`config.mk`:
```
export PLATFORM = sky130hd
export DESIGN_NAME = secuenciador_colores_flat
export DESIGN_NICKNAME = d
export VERILOG_FILES = /design/src/rtl/secuenciador_colores_if.sv /design/src/rtl/secuenciador_colores.sv /design/src/flat_wrapper.sv
export SDC_FILE = /design/constraint.sdc
export NUM_CORES = 1
export LEC_CHECK = 0
export ABC_AREA = 0
export BUFFER_PORTS_ARGS = -buffer_cell sky130_fd_sc_hd__buf_2
export CAP_MARGIN = 20
export CORE_MARGIN = 5
export CORE_UTILIZATION = 55
export CTS_BUF_LIST = sky130_fd_sc_hd__clkbuf_16
export DETAILED_ROUTE_END_ITERATION = 6
export HOLD_SLACK_MARGIN = 0.05
export PLACE_DENSITY = 0.75
export SYNTH_ARGS = -nofsm -noshare
export SYNTH_HDL_FRONTEND = slang
export SYNTH_SLANG_ARGS = --single-unit
```
`constraint.sdc`:
```
create_clock -name clock -period 2.6 [get_ports clock]
set_input_delay 0.13 -clock clock [delete_from_list [all_inputs] [get_ports clock]]
set_output_delay 0.13 -clock clock [all_outputs]
set_load 0.005 [all_outputs]
```
`src/rtl/secuenciador_colores_if.sv`:
```
// Control interface of the colour sequencer: raw user/VGA inputs in,
// current permutation mode and its status strobes out.
interface secuenciador_colores_if;
  logic       boton;
  logic       auto_en;
  logic       vblank;
  logic [1:0] modo;
  logic       impulso;
  logic       pendiente;

  modport master (
    output boton,
    output auto_en,
    output vblank,
    input  modo,
    input  impulso,
    input  pendiente
  );

  modport slave (
    input  boton,
    input  auto_en,
    input  vblank,
    output modo,
    output impulso,
    output pendiente
  );
endinterface

```
`src/rtl/secuenciador_colores.sv`:
```
// Colour permutation sequencer: a debounced button or a periodic timer requests
// a mode advance, which is applied only on a vertical-blank rising edge.
module secuenciador_colores #(
  parameter int unsigned DEBOUNCE_CYCLES = 500000,
  parameter int unsigned AUTO_PERIOD     = 50000000,
  parameter int unsigned NUM_MODES       = 4
) (
  input  logic                   clock,
  input  logic                   reset,
  secuenciador_colores_if.slave  bus
);

  localparam int unsigned DEB_W  = 20;
  localparam int unsigned AUTO_W = 26;
  localparam int unsigned MODO_W = 2;

  localparam logic [DEB_W-1:0]  DEB_LAST  = DEB_W'(DEBOUNCE_CYCLES - 1);
  localparam logic [AUTO_W-1:0] AUTO_LAST = AUTO_W'(AUTO_PERIOD - 1);
  localparam logic [MODO_W-1:0] MODO_LAST = MODO_W'(NUM_MODES - 1);

  typedef enum logic [1:0] {
    REPOSO = 2'd0,
    ESPERA = 2'd1,
    APLICA = 2'd2
  } estado_t;

  logic [1:0]        sync_b;
  logic [1:0]        sync_a;
  logic [1:0]        sync_v;
  logic              v_prev;
  logic              b_s;
  logic              a_s;
  logic              v_s;
  logic              v_rise;

  logic              deb_nivel;
  logic [DEB_W-1:0]  deb_cnt;
  logic              press_ev;

  logic [AUTO_W-1:0] auto_cnt;
  logic              auto_ev;

  logic              ev;
  estado_t           estado;
  logic              tardio;
  logic [MODO_W-1:0] modo_q;
  logic              impulso_q;
  logic              pendiente_q;

  assign b_s    = sync_b[1];
  assign a_s    = sync_a[1];
  assign v_s    = sync_v[1];
  assign v_rise = v_s & ~v_prev;
  assign ev     = press_ev | auto_ev;

  // Two-flop synchronizers for the asynchronous inputs, plus vblank edge history
  always_ff @(posedge clock or negedge reset) begin
    if (!reset) begin
      sync_b <= 2'b00;
      sync_a <= 2'b00;
      sync_v <= 2'b00;
      v_prev <= 1'b0;
    end else begin
      sync_b <= {sync_b[0], bus.boton};
      sync_a <= {sync_a[0], bus.auto_en};
      sync_v <= {sync_v[0], bus.vblank};
      v_prev <= v_s;
    end
  end

  // Debounce: accept a new level only after it has been stable long enough
  always_ff @(posedge clock or negedge reset) begin
    if (!reset) begin
      deb_nivel <= 1'b0;
      deb_cnt   <= '0;
      press_ev  <= 1'b0;
    end else begin
      press_ev <= 1'b0;
      if (b_s != deb_nivel) begin
        if (deb_cnt == DEB_LAST) begin
          deb_nivel <= b_s;
          deb_cnt   <= '0;
          press_ev  <= b_s;
        end else begin
          deb_cnt <= deb_cnt + DEB_W'(1);
        end
      end else begin
        deb_cnt <= '0;
      end
    end
  end

  // Auto-advance timer, one event per wrap
  always_ff @(posedge clock or negedge reset) begin
    if (!reset) begin
      auto_cnt <= '0;
      auto_ev  <= 1'b0;
    end else if (!a_s) begin
      auto_cnt <= '0;
      auto_ev  <= 1'b0;
    end else if (auto_cnt == AUTO_LAST) begin
      auto_cnt <= '0;
      auto_ev  <= 1'b1;
    end else begin
      auto_cnt <= auto_cnt + AUTO_W'(1);
      auto_ev  <= 1'b0;
    end
  end

  // Request FSM; an event seen on the vblank edge cycle re-arms after APLICA
  always_ff @(posedge clock or negedge reset) begin
    if (!reset) begin
      estado      <= REPOSO;
      tardio      <= 1'b0;
      modo_q      <= '0;
      impulso_q   <= 1'b0;
      pendiente_q <= 1'b0;
    end else begin
      case (estado)
        REPOSO: begin
          impulso_q <= 1'b0;
          if (ev) begin
            estado      <= ESPERA;
            pendiente_q <= 1'b1;
          end else begin
            pendiente_q <= 1'b0;
          end
        end
        ESPERA: begin
          pendiente_q <= 1'b1;
          if (v_rise) begin
            estado    <= APLICA;
            tardio    <= ev;
            impulso_q <= 1'b1;
            modo_q    <= (modo_q == MODO_LAST) ? '0 : modo_q + MODO_W'(1);
          end else begin
            impulso_q <= 1'b0;
          end
        end
        APLICA: begin
          impulso_q <= 1'b0;
          if (tardio || ev) begin
            estado      <= ESPERA;
            pendiente_q <= 1'b1;
          end else begin
            estado      <= REPOSO;
            pendiente_q <= 1'b0;
          end
        end
        default: begin
          estado      <= REPOSO;
          impulso_q   <= 1'b0;
          pendiente_q <= 1'b0;
        end
      endcase
    end
  end

  assign bus.modo      = modo_q;
  assign bus.impulso   = impulso_q;
  assign bus.pendiente = pendiente_q;

endmodule

```
`src/flat_wrapper.sv`:
```
// flat-port wrapper written by rule: the top's interface ports become plain ports
module secuenciador_colores_flat 
#(
  parameter int unsigned DEBOUNCE_CYCLES = 500000,
  parameter int unsigned AUTO_PERIOD     = 50000000,
  parameter int unsigned NUM_MODES       = 4
)
  (clock, reset, bus_boton, bus_auto_en, bus_vblank, bus_modo, bus_impulso, bus_pendiente);
  secuenciador_colores_if bus_i ();
  input  logic clock;
  input  logic reset;
  input wire logic [$bits(bus_i.boton)-1:0] bus_boton;
  input wire logic [$bits(bus_i.auto_en)-1:0] bus_auto_en;
  input wire logic [$bits(bus_i.vblank)-1:0] bus_vblank;
  output wire logic [$bits(bus_i.modo)-1:0] bus_modo;
  output wire logic [$bits(bus_i.impulso)-1:0] bus_impulso;
  output wire logic [$bits(bus_i.pendiente)-1:0] bus_pendiente;
  assign bus_i.boton = bus_boton;
  assign bus_i.auto_en = bus_auto_en;
  assign bus_i.vblank = bus_vblank;
  assign bus_modo = bus_i.modo;
  assign bus_impulso = bus_i.impulso;
  assign bus_pendiente = bus_i.pendiente;
  secuenciador_colores #(.DEBOUNCE_CYCLES(DEBOUNCE_CYCLES), .AUTO_PERIOD(AUTO_PERIOD), .NUM_MODES(NUM_MODES)) u_core (.clock(clock), .reset(reset), .bus(bus_i));
endmodule
```
* Word level (Yosys, flattened, before mapping) *
Index checks and enable logic that the tools add are counted.

storage, ports and cells
  flip-flop bits (word level) = 63
  input bits = 5
  output and inout bits = 4
  logic and storage cells = 51

cells by class
  $add $sub $neg = 3
  eq/ne operators = 8
  mux-type cells = 18
  bitwise gates (word level) = 3
  reductions and logical operators = 5

operators with widths
  operator                 count
  $mux W26                 2
  $mux W20                 2
  $add A26 B1 Y26 const B  1
  $eq A26 B26 Y1 const B   1
  $add A20 B1 Y20 const B  1
  $eq A20 B19 Y1 const B   1
  $mux W1                  9
  $mux W2                  3
  $pmux W2 S3              1
  $reduce_and A2 Y1        3
  $eq A2 B2 Y1 const B     2
  $ne A2 B1 Y1 const B     2
  $pmux W1 S3              1
  $add A2 B1 Y2 const B    1
  $eq A2 B1 Y1 const B     1
  $logic_not A2 Y1         1
  $and A1 B1 Y1            1
  $logic_or A1 B1 Y1       1
  $ne A1 B1 Y1             1
  $not A1 Y1               1
  $or A1 B1 Y1             1

* Depth between registers and ports, before layout *
Gate-level depths: netlist of run 1.

  depth after elaboration = 4
  mapped depth = 6

* Worst setup path before layout of run 1 *
No wires, ideal clock.

  kind = reg-to-reg
  start = register u_core.deb_cnt[12]
  end = register u_core.deb_nivel
  data arrival time = 1.756 ns
  required time = 2.475 ns
  slack = 0.719 ns
  cell stages (with the launch flop) = 4
  period minus slack after synthesis = 1.881 ns
  cells stage by stage = dfrtp_1 > or4b_4 > or4_4 > mux2_4

on the way
  word-level cells in the longest chain between the ends = 2

ends and longest elaborated chain
  item                                line                        RTL
  start: declaration                  secuenciador_colores.sv:37  logic [DEB_W-1:0] deb_cnt;
  start signal: assignment            secuenciador_colores.sv:85  deb_cnt <= deb_cnt + DEB_W'(1);
  $eq A20 B19 Y1                      secuenciador_colores.sv:80  if (deb_cnt == DEB_LAST) begin
  $reduce_and A2 Y1 (no source line)  n/a
  end signal: assignment              secuenciador_colores.sv:81  deb_nivel <= b_s;
  end: declaration                    secuenciador_colores.sv:36  logic deb_nivel;

No other way between the ends.
A chain may end at the register's enable or synchronous reset.

* Worst setup path after layout of run 1 *
  start = register u_core.deb_cnt[0]
  end = register u_core.deb_cnt[18]

on the way
  word-level cells in the longest chain between the ends = 3

ends and longest elaborated chain
  item                                               line                                                    RTL
  $add A20 B1 Y20 or $eq A20 B19 Y1 (tied branches)  secuenciador_colores.sv:85, secuenciador_colores.sv:80
  $mux W20 *                                         secuenciador_colores.sv:80
  $mux W20 *                                         secuenciador_colores.sv:79                              if (b_s != deb_nivel) begin

Every way passes the cells marked *; elsewhere a longest branch is shown, timed or not.

==> run_results.csv, run 1 <==
group,metric,value,unit
synth,syn_nets,284,
synth,synth-edff-count,0,
timing,hold_violations,0,
global_routing,grt_pass1_vias,2169,
floorplan,coreArea,0.00514,sq mm
floorplan,die_area,0.00685,sq mm
routing,drc_errors,0,
global_routing,gr-total-overflow,0,
synth,postSynthCellCount,276,
worst_setup_path,end_kind,"flip-flop",
synth,ys_types,39,
worst_setup_path,slowest_delay,510,ps
finish,area_delta_synth_final,16.6,%
routing,routed_wl,5.52,mm
finish,layout.nets,306,
global_routing,grt_antenna_before_repair,0,
status,status,"finished clean",
routing,vias,2151,
clocking,clk_latency,320,ps
clocking,clk_pin_slew,50,ps
clocking,cts_buffers,9,
timing,setup_viol,0,
timing,fin_ws,554,ps
floorplan,fp-row-count,26,
timing,min_period,2050,ps
routing,drtIter0Drc,182,
routing,viasPerCell,5.77,
clocking,cts-root-buf,"clkbuf_16",
finish,antenna_cells,0,
clocking,cts_tree,"yes",
synth,ys_seq_area_share,54.2,%
routing,wl_per_cell,14.8,um
pwr,p_per_area,676,mW/mm^2
timing,rsz0062_at_grt,"no",
timing,setup_tns,0,ps
routing,drt_pre_antenna_iters,4,
timing,fin_worst_skew,4.21,ps
worst_setup_path,critPathArrivalTime,2280,ps
placed_design,gp_congestion,0.789,
synth,yosys_warnings,0,
synth,syn_avg_cell_area,10.5,sq um
timing,maxSlewViolCount,0,
global_routing,grt_max_degree,25,
pwr,p_leak,1.45,nW
routing,ant_nets,0,
worst_setup_path,slowest_stage,"or3_1",
finish,fillers,415,
placed_design,io_buffers,8,
worst_setup_path,path_buf_inv,0,
timing,worstMarginPinSlew,531,ps
worst_setup_path,cp.required,2840,ps
synth,synth_area,0.00291,sq mm
synth,async_flop_share,100,%
placed_design,pre_cts_ws,563,ps
clocking,htree_levels,3,
worst_hold_path,hold_class,"in -> async",
worst_setup_path,crit_chain,"ha_1 > nand4_2 > or3_1 > or4_1 > a21oi_1",
floorplan,ioPinCount,9,
clocking,cts_buffer_depth,2,
worst_setup_path,startpoint_type,"flip-flop",
placed_design,place_hpwl,3.63,mm
floorplan,die_h,82.7,um
global_routing,grt_pass1_wl,10.1,mm
timing,fmax,489,MHz
worst_setup_path,crit_fanout,7,
worst_setup_path,critPathKind,"reg -> reg",
timing,relSlewSlack,64.5,%
timing,final.period_utilization,78.7,%
synth,ys_seq_elements,63,
floorplan,start_util,56.6,%
run,cap_violations,0,
synth,synthFlopType,"dfrtp_1",
global_routing,grt_use_total,19.7,%
finish,drive_gt1_share,12.5,%
floorplan,dieWidth,82.7,um
clocking,clock-sinks,63,
pwr,vdd_drop_max,424,uV
worst_setup_path,cp_top_family,"simple AND/OR/NAND/NOR gates",
==> final cells by class <==
type                       count  area [sq um]  area share [%]
inverter                       7          26.3           0.774
multi-input combinational    200          1280            37.7
clock buffer                   9           225            6.64
clock inverter                 7          81.3            2.40
timing repair buffer          17           118            3.47
tap                           70          87.6            2.58
sequential                    63          1580            46.5
==> power by group <==
group / internal, W / switching [W]
clock: 0.000824 / 0.000400
combinational: 0.0000217 / 0.0000398
sequential: 0.000995 / 0.0000125
==> final timing paths <==
kind	start	to	slack (ps)	depth (start not counted)
max in group asynchronous	reset	u_core.sync_b[1]$_DFF_PN0_	1640	3
min in group clock	u_core.sync_a[0]$_DFF_PN0_	u_core.sync_a[1]$_DFF_PN0_	350	0
min	reset	u_core.deb_cnt[17]$_DFF_PN0_	290	2
min reg2reg	u_core.sync_a[0]$_DFF_PN0_	u_core.sync_a[1]$_DFF_PN0_	350	0
max	u_core.deb_cnt[0]$_DFF_PN0_	u_core.deb_cnt[18]$_DFF_PN0_	550	5
max reg2reg	u_core.deb_cnt[0]$_DFF_PN0_	u_core.deb_cnt[18]$_DFF_PN0_	550	5
==> registers in the layout (all words and copies together) (netlist names) <==
| name | count |
|---|---|
| u_core.auto_cnt | 26 |
| u_core.deb_cnt | 20 |
| u_core.bus.modo | 2 |
| u_core.estado | 2 |
| u_core.sync_a | 2 |
| u_core.sync_b | 2 |
| u_core.sync_v | 2 |
| u_core.auto_ev | 1 |
| u_core.bus.impulso | 1 |
| u_core.bus.pendiente | 1 |
| u_core.deb_nivel | 1 |
| u_core.press_ev | 1 |
| u_core.tardio | 1 |
| u_core.v_prev | 1 |
==> placed cells by master (no fill, tap or decap), types with 2 or more instances in the layout <==
master         instances
nor2b_1                3
dlygate4sd3_1          4
nor2_1                32
nand2_1               14
nand4_1               13
dfrtp_1               63
xor2_1                14
clkinv_2               2
and2_1                 2
ha_1                   3
inv_1                  9
nand3_1               13
nor3_1                 2
nor4_1                 6
mux2_2                 2
or4_1                  8
a21oi_1               20
nand4_2                2
xnor2_1               10
o31ai_1                7
or3_1                 13
and3_1                 4
buf_4                  5
clkbuf_16              9
and4_1                 6
bufinv_16              2
o21ai_0               12
buf_2                  8
==> logic make-up after synthesis <==
family	count (synthesis)	synth area share (%)
muxes	3	1.29
adders and majority gates	3	1.29
AOI/OAI and AO/OA	43	9.24
and+or+nand+nor	127	24.9
buffers and inverters	13	1.89
xor gates and xnor gates	24	7.22
DFF	63	54.2
==> layer usage <==
metal	track usage [%]	routed length, um	up-vias
met1	27.8	2650	1041
li1	-	-	1056
met5	0	0	-
met3	4.88	235	9
met4	8.82	95	0
met2	28.6	2540	45
==> stage by stage <==
stage	hold slack, ps	total power, W	util [%]	std cells	area [sq um]
2_1_floorplan	-166	0.00105	-	276	2910
3_3_place_gp	97.3	0.00108	59.3	353	3050
3_5_place_dp	107	0.00108	59.3	353	3050
4_1_cts	302	0.00232	66.0	373	3390
5_1_grt	353	0.00237	66.0	373	3390
6_report	287	0.00229	66.0	373	3390
==> cells in the mapped netlist (2+ instances only) <==
cell      n  area share, %
xnor2_1  10            3.0
xor2_1   14            4.2
nor3_1    2           0.34
mux2_2    2           0.77
or3_1    13            2.8
nor2_1   32            4.1
and3_1    4           0.86
nor2b_1   3           0.64
ha_1      3            1.3
nand3_1  13            2.2
o21ai_0  12            2.1
and2_1    2           0.43
a21oi_1  20            3.4
dfrtp_1  63             54
nand4_1  13            2.8
and4_1    6            1.8
buf_2     5           0.86
inv_1     6           0.77
nor4_1    6            1.3
or4_1     8            2.1
nand4_2   2           0.86
nand2_1  14            1.8
o31ai_1   7            1.8
==> timing repair <==
| item | CTS | global route |
|---|---|---|
| endpoints found under the hold margin | 22 | 0 |
| gates resized for setup | 0 | 0 |
| hold buffers | 4 | 0 |
| setup buffers | 0 | 0 |
No activity file was read; power rests on OpenSTA's default activity.
==> run 2: changes to the inputs <==
--- a/config.mk
+++ b/config.mk
@@ -5,7 +5,7 @@
 export SDC_FILE = /design/constraint.sdc
 export NUM_CORES = 1
 export LEC_CHECK = 0
-export ABC_AREA = 0
+export ABC_AREA = 1
 export BUFFER_PORTS_ARGS = -buffer_cell sky130_fd_sc_hd__buf_2
 export CAP_MARGIN = 20
 export CORE_MARGIN = 5
==> constraint.sdc (replaced) <==
create_clock -name clock -period 1.91 [get_ports clock]
set_input_delay 0.0955 -clock clock [delete_from_list [all_inputs] [get_ports clock]]
set_output_delay 0.0955 -clock clock [all_outputs]
set_load 0.005 [all_outputs]
==> run 2 against run 1 <==
  * Worst setup slack lost 250 ps
  * Highest routed layer unchanged
  * Critical endpoint is now u_core.auto_cnt[22]$_DFF_PN0_
  * Maximum frequency grew 27%
  * Final cell count grew 42%
  * Routed wire length grew 19%
  * Combinational power grew 32%
  * Clock power grew 34%
  * Largest cell class unchanged
  * Core utilization shrank 2.2 points
==> run_results.csv, run 2 <==
group,metric,value,unit
status,status,"finished clean",
clocking,cts_buffers,9,
timing,hold_ws,272,ps
synth,ys_seq_area_share,48.8,%
timing,relSlewSlack,65.7,%
finish,drive_gt1_share,8.13,%
global_routing,grt_antenna_before_repair,0,
finish,antenna_cells,0,
finish,fillers,523,
worst_setup_path,r2r_setup_slack,310,ps
finish,layout_common_cells,"nand2_1 (115), nor2_1 (114), dfrtp_1 (63)",
worst_setup_path,cp.required,2120,ps
synth,synth_simple_gate_area_share,36.7,%
routing,drtIter0Drc,235,
placed_design,place_hpwl,4.72,mm
floorplan,coreArea,0.00582,sq mm
worst_setup_path,critPathKind,"reg -> reg",
finish,design_area,0.00371,sq mm
worst_setup_path,cp-startpoint,"u_core.auto_cnt[0]$_DFF_PN0_",
finish,largest_reg_flops,26,
worst_setup_path,startpoint_type,"flip-flop",
worst_setup_path,reg2reg_depth,8,
synth,syn_nets,434,
pwr,vdd_drop_max,548,uV
synth,synth_top_cell_by_area,"dfrtp_1",
worst_setup_path,critPathArrivalTime,1810,ps
worst_setup_path,end_kind,"flip-flop",
clocking,cts_setup_buffers,0,
clocking,htree_levels,3,
timing,fin_ws,305,ps
synth,synth-edff-count,0,
worst_setup_path,cp_top_family,"simple AND/OR/NAND/NOR gates",
clocking,clock-sinks,63,
floorplan,ioPinCount,9,
routing,routed_wl,6.54,mm
worst_setup_path,slowest_delay,420,ps
finish,final_common_cell,"nand2_1",
synth,synth_area,0.00323,sq mm
timing,setup_viol,0,
synth,synth_top_family_by_area,"simple AND/OR/NAND/NOR gates",
pwr,p_per_area,832,mW/mm^2
clocking,cts-root-buf,"clkbuf_16",
pwr,p_leak,1.59,nW
synth,synthFlopType,"dfrtp_1",
synth,synthXorXnorAreaFrac,5.70,%
synth,async_flop_share,100,%
timing,fmax,623,MHz
worst_setup_path,crit_chain,"ha_1 > inv_1 > nor2_4 > nand3_1 > nor2_1 > nand2_1 > nand2_4 > nor2_1",
clocking,cts_buffer_depth,2,
floorplan,dieWidth,86.6,um
global_routing,gr-total-overflow,0,
worst_setup_path,timing.rr.end,"u_core.auto_cnt[22]$_DFF_PN0_",
worst_setup_path,cp_num_cells,8,
run,cap_violations,0,
synth,synthTopCellsByArea,"dfrtp_1 (49%), nand2_1 (13%), nor2_1 (13%)",
timing,setup_tns,0,ps
worst_setup_path,crit-reg2reg-launch,"u_core.auto_cnt[0]$_DFF_PN0_",
timing,maxSlewViolCount,0,
synth,synth_compound_area_share,2.40,%
synth,synth_adder_area_share,1.16,%
global_routing,grt_pass1_wl,11.8,mm
synth,synthMuxAreaShare,0,%
synth,synth_top_area_share,48.8,%
timing,min_period,1600,ps
synth,yosys_warnings,0,
routing,vias,2747,
worst_setup_path,crit_path_frequent_cell,"nor2_1",
clocking,clk_latency,330,ps
timing,hold_violations,0,
finish,regMostFlops,"u_core.auto_cnt",
routing,ant_nets,0,
synth,syn_avg_cell_area,7.58,sq um
worst_hold_path,hold_class,"in -> async",
timing,final.period_utilization,84.0,%
clocking,clk_pin_slew,60,ps
finish,layout.nets,458,
worst_setup_path,path_buf_inv,1,
timing,worstMarginPinSlew,514,ps
placed_design,place_area,0.00337,sq mm
timing,fin_worst_skew,7.34,ps
global_routing,grt_use_total,20.1,%
finish,reg_top3,"u_core.auto_cnt x26, u_core.deb_cnt x20",
floorplan,die_h,86.6,um
synth,synth_common_cells,"nand2_1 (115), nor2_1 (114), dfrtp_1 (63), inv_1 (38), nand3_1 (29)",
worst_setup_path,crit_fanout,16,
clocking,cts_tree,"yes",
worst_setup_path,slowest_stage,"dfrtp_1",
routing,drc_errors,0,
synth,synth.most_common_cell,"nand2_1",
timing,rsz0062_at_grt,"no",
routing,wl_per_cell,12.3,um
synth,ys_seq_elements,63,
placed_design,post-place-cells,510,
finish,area_delta_synth_final,14.9,%
placed_design,io_buffers,8,
synth,postSynthCellCount,426,
floorplan,start_util,55.5,%
routing,viasPerCell,5.18,
floorplan,fp-row-count,28,
global_routing,grt_max_degree,30,
floorplan,die_area,0.00750,sq mm
finish,post_layout_nonfiller_instances,530,
synth,ys_types,27,
placed_design,pre_cts_ws,304,ps
placed_design,gp_congestion,0.958,
worst_setup_path,critPathCapture,"u_core.auto_cnt[22]$_DFF_PN0_",
global_routing,grt_pass1_vias,2665,
routing,drt_pre_antenna_iters,5,
[run 2: cell types whose count changed in the layout (fill, tap and decap cells not counted), moves of 7 or more]
cell	before	now
nor2_1	32	114
a21oi_1	20	4
o31ai_1	7	0
nand3_1	13	29
inv_1	9	38
nand2_1	14	115
or3_1	13	0
nand4_1	13	5
or4_1	8	0
[run 2: repair_timing]
| action | in CTS | in global routing |
|---|---|---|
| hold endpoints to repair | 24 | 0 |
| resized for setup | 0 | 0 |
| hold buffers | 4 | 0 |
[run 2: worst min path at each step]
stage	slack, ps	end
detailed placement	100	u_core.tardio$_DFFE_PN0P_
finish	270	u_core.sync_b[0]$_DFF_PN0_
global placement	90	u_core.tardio$_DFFE_PN0P_
floorplan	-200	u_core.auto_cnt[0]$_DFF_PN0_
global route	320	u_core.v_prev$_DFF_PN0_
CTS	290	u_core.sync_b[0]$_DFF_PN0_
[run 2: cell families after synthesis]
logic type	count (synthesis)
and+or+nand+nor	283
adders and majority gates	3
AOI/OAI and AO/OA	14
DFF	63
buffers and inverters	42
xor gates and xnor gates	21
[run 2: final cells by class]
| class | instances | area [sq um] | share of cell area [%] |
|---|---|---|---|
| clock inverter | 7 | 80.1 | 2.16 |
| multi-input combinational | 321 | 1480 | 40.0 |
| tap | 75 | 93.8 | 2.53 |
| clock buffer | 9 | 225 | 6.07 |
| sequential | 63 | 1580 | 42.5 |
| inverter | 40 | 150 | 4.05 |
| timing repair buffer | 15 | 103 | 2.76 |
[run 2: metal layers]
metal	track usage [%]	share of wire, %
met5	0	0
met4	6.23	1.1
met3	5.89	6.2
met2	32.1	48
met1	26.5	45
[run 2: metrics by stage]
stage	util, %	power [W]
after floorplan	-	0.00143
after global placement	57.9	0.00147
after detailed placement	57.9	0.00147
after CTS	63.8	0.00313
after global routing	63.8	0.00323
final	63.8	0.00309
[run 2: power breakdown]
group          total (W)  switching, W  internal [W]
combinational  0.0000811     0.0000570     0.0000241
sequential       0.00137     0.0000161       0.00135
clock            0.00164      0.000617       0.00102
==> run 3: changes to the inputs <==
==> constraint.sdc (replaced) <==
create_clock -name clock -period 1.52 [get_ports clock]
set_input_delay 0.076 -clock clock [delete_from_list [all_inputs] [get_ports clock]]
set_output_delay 0.076 -clock clock [all_outputs]
set_load 0.005 [all_outputs]
==> run 3 against run 2 <==
  * Final cell count up 1.7%
  * Total power increased by 20%
  * Clock skew shrank 0.84 ps
  * Non-clock buffer count is 8 higher
  * Worst hold slack lost 18 ps
  * Flip-flop and latch count did not move
  * Worst setup slack got worse by 230 ps
  * First-iteration DRC count grew 7.7%
  * Critical path depth unchanged
  * Register-to-register slack got worse by 230 ps
  * Critical endpoint is now u_core.auto_cnt[25]$_DFF_PN0_
==> run_results.csv, run 3 (synthesis results as in run 2) <==
group,metric,value,unit
status,status,"finished clean",
pwr,p_per_area,973,mW/mm^2
finish,post_layout_nonfiller_instances,539,
placed_design,post-place-cells,515,
pwr,vdd_drop_max,627,uV
global_routing,grt_use_total,20.9,%
pwr,clockPowerShare,50.2,%
floorplan,start_util,55.5,%
routing,routed_wl,7.20,mm
finish,area_delta_synth_final,18.1,%
clocking,cts_buffer_depth,2,
clocking,cts-root-buf,"clkbuf_16",
routing,ant_nets,0,
worst_setup_path,crit_fanout,4,
floorplan,fp-row-count,28,
pwr,swShare,23.3,%
timing,fmax,694,MHz
worst_setup_path,critPathKind,"reg -> reg",
routing,drc_errors,0,
timing,setup_viol,0,
worst_setup_path,end_kind,"flip-flop",
pwr,comb_power_share,3.4,%
finish,layout.nets,467,
clocking,clk_latency,330,ps
finish,utilization,65.6,%
timing,fin_worst_skew,6.51,ps
finish,drive_gt1_share,11.6,%
placed_design,gp_congestion,0.904,
global_routing,grt_pass1_vias,2773,
routing,vias,2825,
timing,relSlewSlack,64.9,%
clocking,clock-sinks,63,
timing,worstMarginPinSlew,527,ps
worst_setup_path,startpoint_type,"flip-flop",
finish,antenna_cells,0,
pwr,p_int,0.00285,W
global_routing,grt_pass1_wl,12.4,mm
finish,largest_reg_flops,26,
clocking,cts_tree,"yes",
placed_design,place_area,0.00343,sq mm
finish,design_area,0.00381,sq mm
pwr,power,0.00371,W
run,cap_violations,0,
placed_design,pre_cts_ws,1.25,ps
floorplan,dieWidth,86.6,um
clocking,cts_buffers,9,
routing,drtIter0Drc,253,
pwr,p_leak,1.63,nW
worst_hold_path,hold_class,"in -> async",
floorplan,ioPinCount,9,
floorplan,die_area,0.00750,sq mm
finish,reg_top3,"u_core.auto_cnt x26, u_core.deb_cnt x20",
timing,fin_ws,78.4,ps
global_routing,grt_antenna_before_repair,0,
clocking,htree_levels,3,
timing,min_period,1440,ps
routing,viasPerCell,5.24,
pwr,seq_power_share,46.4,%
worst_setup_path,critPathArrivalTime,1700,ps
finish,regMostFlops,"u_core.auto_cnt",
timing,hold_violations,0,
worst_setup_path,cp.required,1780,ps
finish,layout_common_cells,"nand2_1 (112), nor2_1 (110), dfrtp_1 (62)",
pwr,p_switching,0.000864,W
timing,final.period_utilization,94.8,%
global_routing,grt_max_degree,26,
global_routing,gr-total-overflow,0,
placed_design,io_buffers,8,
clocking,clk_pin_slew,60,ps
placed_design,place_hpwl,5.03,mm
timing,maxSlewViolCount,0,
finish,final_common_cell,"nand2_1",
routing,drt_pre_antenna_iters,5,
floorplan,coreArea,0.00582,sq mm
routing,wl_per_cell,13.4,um
floorplan,die_h,86.6,um
## run 3: changes by cell type in the layout (fill, tap and decap cells not counted), moves of 2 or more
cell,delta
nand2_1,-3
nor2_1,-4
buf_12,+2
buf_4,+6
nor2_4,+3
nand2_2,+3
## run 3: power groups by stage
stage                     sequential, W  clock [W]  combinational (W)
final                           0.00172    0.00186           0.000126
after global routing            0.00172    0.00198           0.000146
after CTS                       0.00172    0.00190           0.000125
after detailed placement        0.00175          0           0.000116
after global placement          0.00175          0           0.000114
after floorplan                 0.00175          0          0.0000461
## run 3: path summary, 6_finish.rpt
path / from / end / slack [ps] / cells past startpoint
max: u_core.auto_cnt[9]$_DFF_PN0_ / u_core.auto_cnt[25]$_DFF_PN0_ / 80 / 8
min: reset / u_core.bus.modo[0]$_DFFE_PN0P_ / 250 / 2
max reg2reg: u_core.auto_cnt[9]$_DFF_PN0_ / u_core.auto_cnt[25]$_DFF_PN0_ / 80 / 8
min reg2reg: u_core.sync_b[0]$_DFF_PN0_ / u_core.sync_b[1]$_DFF_PN0_ / 350 / 0
max in group asynchronous: reset / u_core.auto_cnt[2]$_DFF_PN0_ / 740 / 3
min in group clock: u_core.sync_b[0]$_DFF_PN0_ / u_core.sync_b[1]$_DFF_PN0_ / 350 / 0
## run 3: per-layer routing
metal / GRT usage [%] / wire length, um / part of all wire (%) / vias to the layer above
met4: 11.2 / 122 / 1.7 / 0
met3: 3.33 / 445 / 6.2 / 15
met5: 0 / 0 / 0 / -
li1: - / - / - / 1389
met1: 27.3 / 3100 / 43 / 1325
met2: 33.3 / 3530 / 49 / 96
## run 3: area by class of cell
type                            count  area (sq um)
Fill cell                         504          2000
Sequential cell                    63          1580
Multi-Input combinational cell    322          1530
Clock buffer                        9           225
Timing Repair Buffer               23           188
Inverter                           40           150
Tap cell                           75          93.8
Clock inverter                      7          48.8
## run 3: stage by stage
| stage | hold slack [ps] | setup TNS (ps) |
|---|---|---|
| 3_5_place_dp | 85.7 | 0 |
| 4_1_cts | 268 | 0 |
| 6_report | 254 | 0 |
| 5_1_grt | 294 | -91.7 |
| 2_1_floorplan | -220 | 0 |
| 3_3_place_gp | 76.3 | 0 |
## run 3: critical path, cell delays in order (launching register included)
cell and delay (ps):
dfrtp_1 420, nand2_1 150, nor2_2 190, nand2_1 120, nor2_1 190, nand2_1 80, nand2_1 80, nand2_1 60
nor2_1 80
## run 3: timing repair
| item | in CTS | in global routing |
|---|---|---|
| buffers inserted | 0 | 3 |
| endpoints found under the setup margin | 1 | 22 |
| hold endpoints to repair | 22 | 0 |
| gates resized for setup | 1 | 12 |
| cloned | 0 | 1 |
| hold buffers | 4 | 0 |
| pin swaps | 0 | 3 |
